[config.mk]
export PLATFORM = sky130hd
export DESIGN_NAME = tx_msg_builder
export DESIGN_NICKNAME = d
export VERILOG_FILES = /design/src/rtl/tcpc_pkg.sv /design/src/rtl/pd_crc32.sv /design/src/rtl/tx_msg_builder.sv
export SDC_FILE = /design/constraint.sdc
export NUM_CORES = 1
export LEC_CHECK = 0
export CAP_MARGIN = 0
export CORE_UTILIZATION = 33
export DETAILED_ROUTE_END_ITERATION = 6
export HOLD_SLACK_MARGIN = 0.1
export PLACE_DENSITY = 0.61
export SETUP_SLACK_MARGIN = 0.2
export SYNTH_ARGS = -nofsm -noshare
export SYNTH_HDL_FRONTEND = slang
export SYNTH_SLANG_ARGS = --single-unit
[constraint.sdc]
create_clock -name clk -period 3 [get_ports clk]
set_clock_uncertainty 0.2 [all_clocks]
set_input_delay 0.6 -clock clk [delete_from_list [all_inputs] [get_ports clk]]
set_output_delay 0.6 -clock clk [all_outputs]
set_load 0.01 [all_outputs]
[src/rtl/tcpc_pkg.sv]
// Shared TCPC protocol-layer definitions: transmit state encodings,
// USB PD CRC-32 constants and the byte-wise reflected CRC update.
package tcpc_pkg;

  localparam int unsigned PD_MAX_BYTES = 30;

  localparam logic [31:0] PD_CRC_POLY = 32'h04C11DB7;
  localparam logic [31:0] PD_CRC_INIT = 32'hFFFFFFFF;

  // One-hot transmit byte engine states
  localparam logic [5:0] ST_IDLE     = 6'b000001;
  localparam logic [5:0] ST_FETCH    = 6'b000010;
  localparam logic [5:0] ST_LATCH    = 6'b000100;
  localparam logic [5:0] ST_SEND     = 6'b001000;
  localparam logic [5:0] ST_CRC_SEND = 6'b010000;
  localparam logic [5:0] ST_DONE     = 6'b100000;

  function automatic logic [31:0] bitrev32(input logic [31:0] v);
    logic [31:0] r;
    r = '0;
    for (int unsigned i = 0; i < 32; i++) r[i] = v[31 - i];
    return r;
  endfunction

  // Reflected polynomial: the LSB-first update shifts right
  localparam logic [31:0] PD_CRC_POLY_REFL = bitrev32(PD_CRC_POLY);

  // One byte of reflected CRC-32, data consumed LSB first
  function automatic logic [31:0] crc32_byte(input logic [31:0] crc,
                                             input logic [7:0]  data);
    logic [31:0] c;
    c = crc ^ {24'h000000, data};
    for (int unsigned i = 0; i < 8; i++)
      c = c[0] ? ((c >> 1) ^ PD_CRC_POLY_REFL) : (c >> 1);
    return c;
  endfunction

endpackage

[src/rtl/pd_crc32.sv]
// Running USB PD CRC-32 register; init reloads the seed, en folds in a byte.
module pd_crc32
  import tcpc_pkg::*;
(
  input  logic        clk,
  input  logic        reset,
  input  logic        init,
  input  logic        en,
  input  logic [7:0]  data,
  output logic [31:0] crc
);

  // CRC accumulator: seed on reset/init, update one byte per enable
  always_ff @(posedge clk) begin
    if (reset || init) crc <= PD_CRC_INIT;
    else if (en)       crc <= crc32_byte(crc, data);
  end

endmodule

[src/rtl/tx_msg_builder.sv]
// Transmit byte engine: reads header+data bytes from the TX buffer, streams
// them to the PHY over valid/ready, then appends the inverted CRC-32 LSB first.
module tx_msg_builder
  import tcpc_pkg::*;
#(
  parameter int unsigned MAX_BYTES = PD_MAX_BYTES,
  parameter int unsigned ADDR_W    = 5
) (
  input  logic              clk,
  input  logic              reset,
  input  logic              pass_bytes,
  input  logic              tx_abort,
  input  logic [7:0]        byte_count,
  output logic              buf_rd_en,
  output logic [ADDR_W-1:0] buf_rd_addr,
  input  logic [7:0]        buf_rd_data,
  output logic [7:0]        phy_data,
  output logic              phy_valid,
  input  logic              phy_ready,
  output logic              phy_sop,
  output logic              phy_eop,
  output logic              message_sent_to_phy,
  output logic              length_error,
  output logic              busy
);

  logic [5:0]        state;
  logic              pass_prev;
  logic [7:0]        count;
  logic [ADDR_W-1:0] idx;
  logic [1:0]        crc_idx;
  logic [7:0]        data_reg;
  logic [31:0]       crc;
  logic [31:0]       crc_tx;

  logic start;
  logic in_range;
  logic last_byte;
  logic accept;

  assign start     = (state == ST_IDLE) && pass_bytes && !pass_prev;
  assign in_range  = (byte_count >= 8'd2) && (32'(byte_count) <= MAX_BYTES);
  assign last_byte = (8'(idx) + 8'd1) == count;
  assign accept    = phy_valid && phy_ready;
  assign crc_tx    = ~crc;

  pd_crc32 u_crc (
    .clk   (clk),
    .reset (reset),
    .init  (start && in_range),
    .en    (state == ST_LATCH),
    .data  (buf_rd_data),
    .crc   (crc)
  );

  // Edge detect on pass_bytes and the main sequencing FSM
  always_ff @(posedge clk) begin
    if (reset) begin
      state        <= ST_IDLE;
      pass_prev    <= 1'b0;
      count        <= '0;
      idx          <= '0;
      crc_idx      <= '0;
      data_reg     <= '0;
      length_error <= 1'b0;
    end else begin
      pass_prev    <= pass_bytes;
      length_error <= 1'b0;
      if ((state != ST_IDLE) && tx_abort) begin
        state <= ST_IDLE;
      end else begin
        case (state)
          ST_IDLE: begin
            if (start) begin
              if (in_range) begin
                count   <= byte_count;
                idx     <= '0;
                crc_idx <= '0;
                state   <= ST_FETCH;
              end else begin
                length_error <= 1'b1;
              end
            end
          end
          ST_FETCH: state <= ST_LATCH;
          ST_LATCH: begin
            data_reg <= buf_rd_data;
            state    <= ST_SEND;
          end
          ST_SEND: begin
            if (accept) begin
              idx   <= idx + ADDR_W'(1);
              state <= last_byte ? ST_CRC_SEND : ST_FETCH;
            end
          end
          ST_CRC_SEND: begin
            if (accept) begin
              crc_idx <= crc_idx + 2'd1;
              if (crc_idx == 2'd3) state <= ST_DONE;
            end
          end
          ST_DONE: state <= ST_IDLE;
          default: state <= ST_IDLE;
        endcase
      end
    end
  end

  // State-decoded handshake and buffer strobes
  always_comb begin
    buf_rd_en           = (state == ST_FETCH);
    buf_rd_addr         = (state == ST_FETCH) ? idx : '0;
    phy_valid           = (state == ST_SEND) || (state == ST_CRC_SEND);
    phy_sop             = (state == ST_SEND) && (idx == '0);
    phy_eop             = (state == ST_CRC_SEND) && (crc_idx == 2'd3);
    message_sent_to_phy = (state == ST_DONE);
    busy                = (state != ST_IDLE);
  end

  // Outgoing byte: buffered data, or the inverted CRC least-significant byte first
  always_comb begin
    phy_data = '0;
    if (state == ST_SEND) begin
      phy_data = data_reg;
    end else if (state == ST_CRC_SEND) begin
      case (crc_idx)
        2'd0:    phy_data = crc_tx[7:0];
        2'd1:    phy_data = crc_tx[15:8];
        2'd2:    phy_data = crc_tx[23:16];
        default: phy_data = crc_tx[31:24];
      endcase
    end
  end

endmodule

==> run metrics <==
mux contribution to synthesized area=3.66%; Final Instance Area=approximately 4900 um2; fmax=between 300 and 400 MHz; Post-Syn Area=about 3800 um2; Initial DRT Pass Iterations=4; Hold WC Path Type=register to register; share of layout cells above drive strength 1=16.2%; main combinational cell family by area after synthesis=XOR/XNOR gates; flops & latches, synth=63; reg2reg end=state[1]$_SDFFE_PP0P_; RePlAce Congestion=~0.81; Sink Count=63; CTS tree=yes; post-synth top area share=between 30% and 40%; dpl cell area=4480 um2; Tcrit/Tclk final=about nine tenths; top-count cell post-synth=dfxtp_1; CP Launch Type=register; Slew HR=between 60% and 70%; Final Worst Setup Slack=roughly 0.29 ns; clk root buf=clkbuf_16; Worst R2R Start=idx[0]$_SDFFE_PP0P_; vias per inst=between 5 and 6; largest net degree at the start of global routing=between 60 and 70; Hold Path Sink=count[6]$_SDFFE_PP0P_; Leakage=~2.1 nW; xor/xnor cell area share of the yosys netlist=between 20 and 25%; clk buf depth=2; Ant. Diodes=0; CTS Buf Count=9; Final min period=between 2 and 3 ns; Critical Path RT=2.20 ns; Hold Crit Depth=1; Fin Hold WS=0.260 ns; endpoints failing setup=0; initial drt markers=approximately 200; top cells by area, synth=dfxtp_1 (33%), xnor2_1 (8.7%), o211ai_1 (6.1%); I/O Pins=just over 40; worst-case vdd ir drop=around 0.25 mV; Final Slew Violations=0; max_cap viols=0; Top Usage Layer GRT=met2; compound-gate portion of the synthesized area=between 10% and 20%; wire length per cell=15.6 um; routing usage on met2=around 29%; Hold Vio Cnt, Final=0; Worst-Skew Late Latency=0.33 ns; Worst Setup Path Type=register to output pin; initial antenna violation count=0; vias in the first global route=3,030; hold_sp=count[6]$_SDFFE_PP0P_; RSZ-0062 raised after global routing=true; Yosys top cell by area=dfxtp_1; Post-Place Setup Slack=~0.22 ns; worst reg2reg setup slack=approximately 0.82 ns; Starting Density=between 30% and 40%; row count=38; die height=~110 um; Netlist cell types=51; top post-synthesis cells by count=dfxtp_1 (63), nand2_1 (51), xnor2_1 (38); Setup TNS=0 ns; peak fanout along the critical path=7; status=completed; met1 Usage GRT=around a fifth; DRC Markers=0; Syn. warnings=0; path depth of the worst reg2reg path=7; Reg clk slew, reported paths=approximately 0.060 ns; top_reg_cell synth=dfxtp_1; CTS H-tree lvls=3; met3 track demand over resource=3.68%; core area=11,100 um2; P per Cell Area=between 400 and 500 nW/um2; hpwl dp=~7000 um; Final ANT Viol Nets=0; die area=~12,000 um2; Async S/R FF share, synth=0%; max reg flops=32; hold buffers post-CTS=0; Filler cells=around 1,000; Nets=497; Port Buffers=40; Layout area overhead=27.3%; simple-gate share of the synthesized area=between 15 and 20%; Total Routing Usage GR=16.8%; GRT overflow=0; Syn Area/Cell=just over 9 um2; Worst-Margin Slew=0.600 ns; DRT Wirelength=approximately 9600 um; Worst Path Arrival=~1.9 ns; via count=about 3,200; global-route wire length before repair=15,300 um; Worst Setup End Kind=output pin; Synth Area in Adders=slightly below 2%; die width=between 100 and 150 um; syn_nets=approximately 450; cells after synthesis=~420; Seq/Total Area, Yosys=32.9%; number of synthesized flops with an enable pin=0
[cell type report]
class,count,area [um2],share of cell area (%)
multi-input combinational,321,2460,50.4
sequential,63,1270,26.0
timing repair buffer,63,619,12.7
clock buffer,9,225,4.62
tap,140,175,3.59
clock inverter,7,80.1,1.64
inverter,12,50.0,1.03
[how the worst max path moves through the flow]
stage                            start                    endpoint  slack, ns  cells past startpoint
2_1_floorplan            byte_count[7]       state[0]$_SDFFE_PP1P_       0.60                      5
3_3_place_gp            buf_rd_data[4]  u_crc.crc[18]$_SDFFE_PP1P_       0.24                      6
3_5_place_dp             byte_count[7]  u_crc.crc[11]$_SDFFE_PP1P_       0.22                      8
4_1_cts        crc_idx[0]$_SDFFE_PP0P_                 phy_data[1]       0.03                      7
5_1_grt          state[4]$_SDFFE_PP0P_              buf_rd_addr[1]       0.16                      4
6_report         state[1]$_SDFFE_PP0P_                   phy_valid       0.29                      4
[logic make-up after synthesis]
logic type | count (synthesis)
muxes | 14
xor gates and xnor gates | 79
buffers and inverters | 37
DFF | 63
and+or+nand+nor | 132
adders and majority gates | 6
AOI/OAI and AO/OA | 90
[timing repair]
item / 4_1_cts / 5_1_grt
endpoints found under the hold margin: 0 / 0
setup buffers: 1 / 1
setup endpoints to repair: 13 / 16
gates resized for setup: 10 / 21
pin swaps: 0 / 2
[power breakdown]
| part | switching, mW | internal, mW | leakage (nW) |
|---|---|---|---|
| clock network | 0.412 | 0.652 | 0.143 |
| registers | 0.00351 | 0.840 | 0.511 |
| logic | 0.155 | 0.156 | 1.46 |
[per-layer routing]
layer	wire (um)	vias to the layer above
li1	-	1589
met4	135	0
met2	4740	85
met3	439	12
met5	0	-
met1	4250	1476
[cell usage in the layout (no fill, tap or decap), types with 7 or more instances in the layout]
| cell | count |
|---|---|
| xnor2_1 | 38 |
| dfxtp_1 | 57 |
| o211ai_1 | 31 |
| dlymetal6s2s_1 | 12 |
| inv_1 | 8 |
| nand2b_1 | 8 |
| nor4_1 | 7 |
| xor2_1 | 26 |
| o21ai_0 | 18 |
| xnor2_2 | 8 |
| buf_4 | 21 |
| mux2i_1 | 14 |
| nor2_1 | 21 |
| clkdlybuf4s50_1 | 28 |
| nand2_1 | 51 |
| xnor2_4 | 7 |
| clkbuf_16 | 9 |
| o221ai_1 | 8 |
| a21oi_1 | 14 |
[through the flow]
step           utilization [%]  instances  total power [mW]
2_1_floorplan                -        421              1.07
3_3_place_gp              40.4        597              1.18
3_5_place_dp              40.4        597              1.17
4_1_cts                   43.5        614              2.24
5_1_grt                   44.0        615              2.30
6_report                  44.0        615              2.22
[critical path, cell delays in order, from the launching register on]
cell and delay (ns):
dfxtp_1 0.36, nor2_1 0.21, nand3_1 0.31, nand2_1 0.16, clkdlybuf4s50_1 0.54
Note: power is estimated with default switching activity, not from simulation.
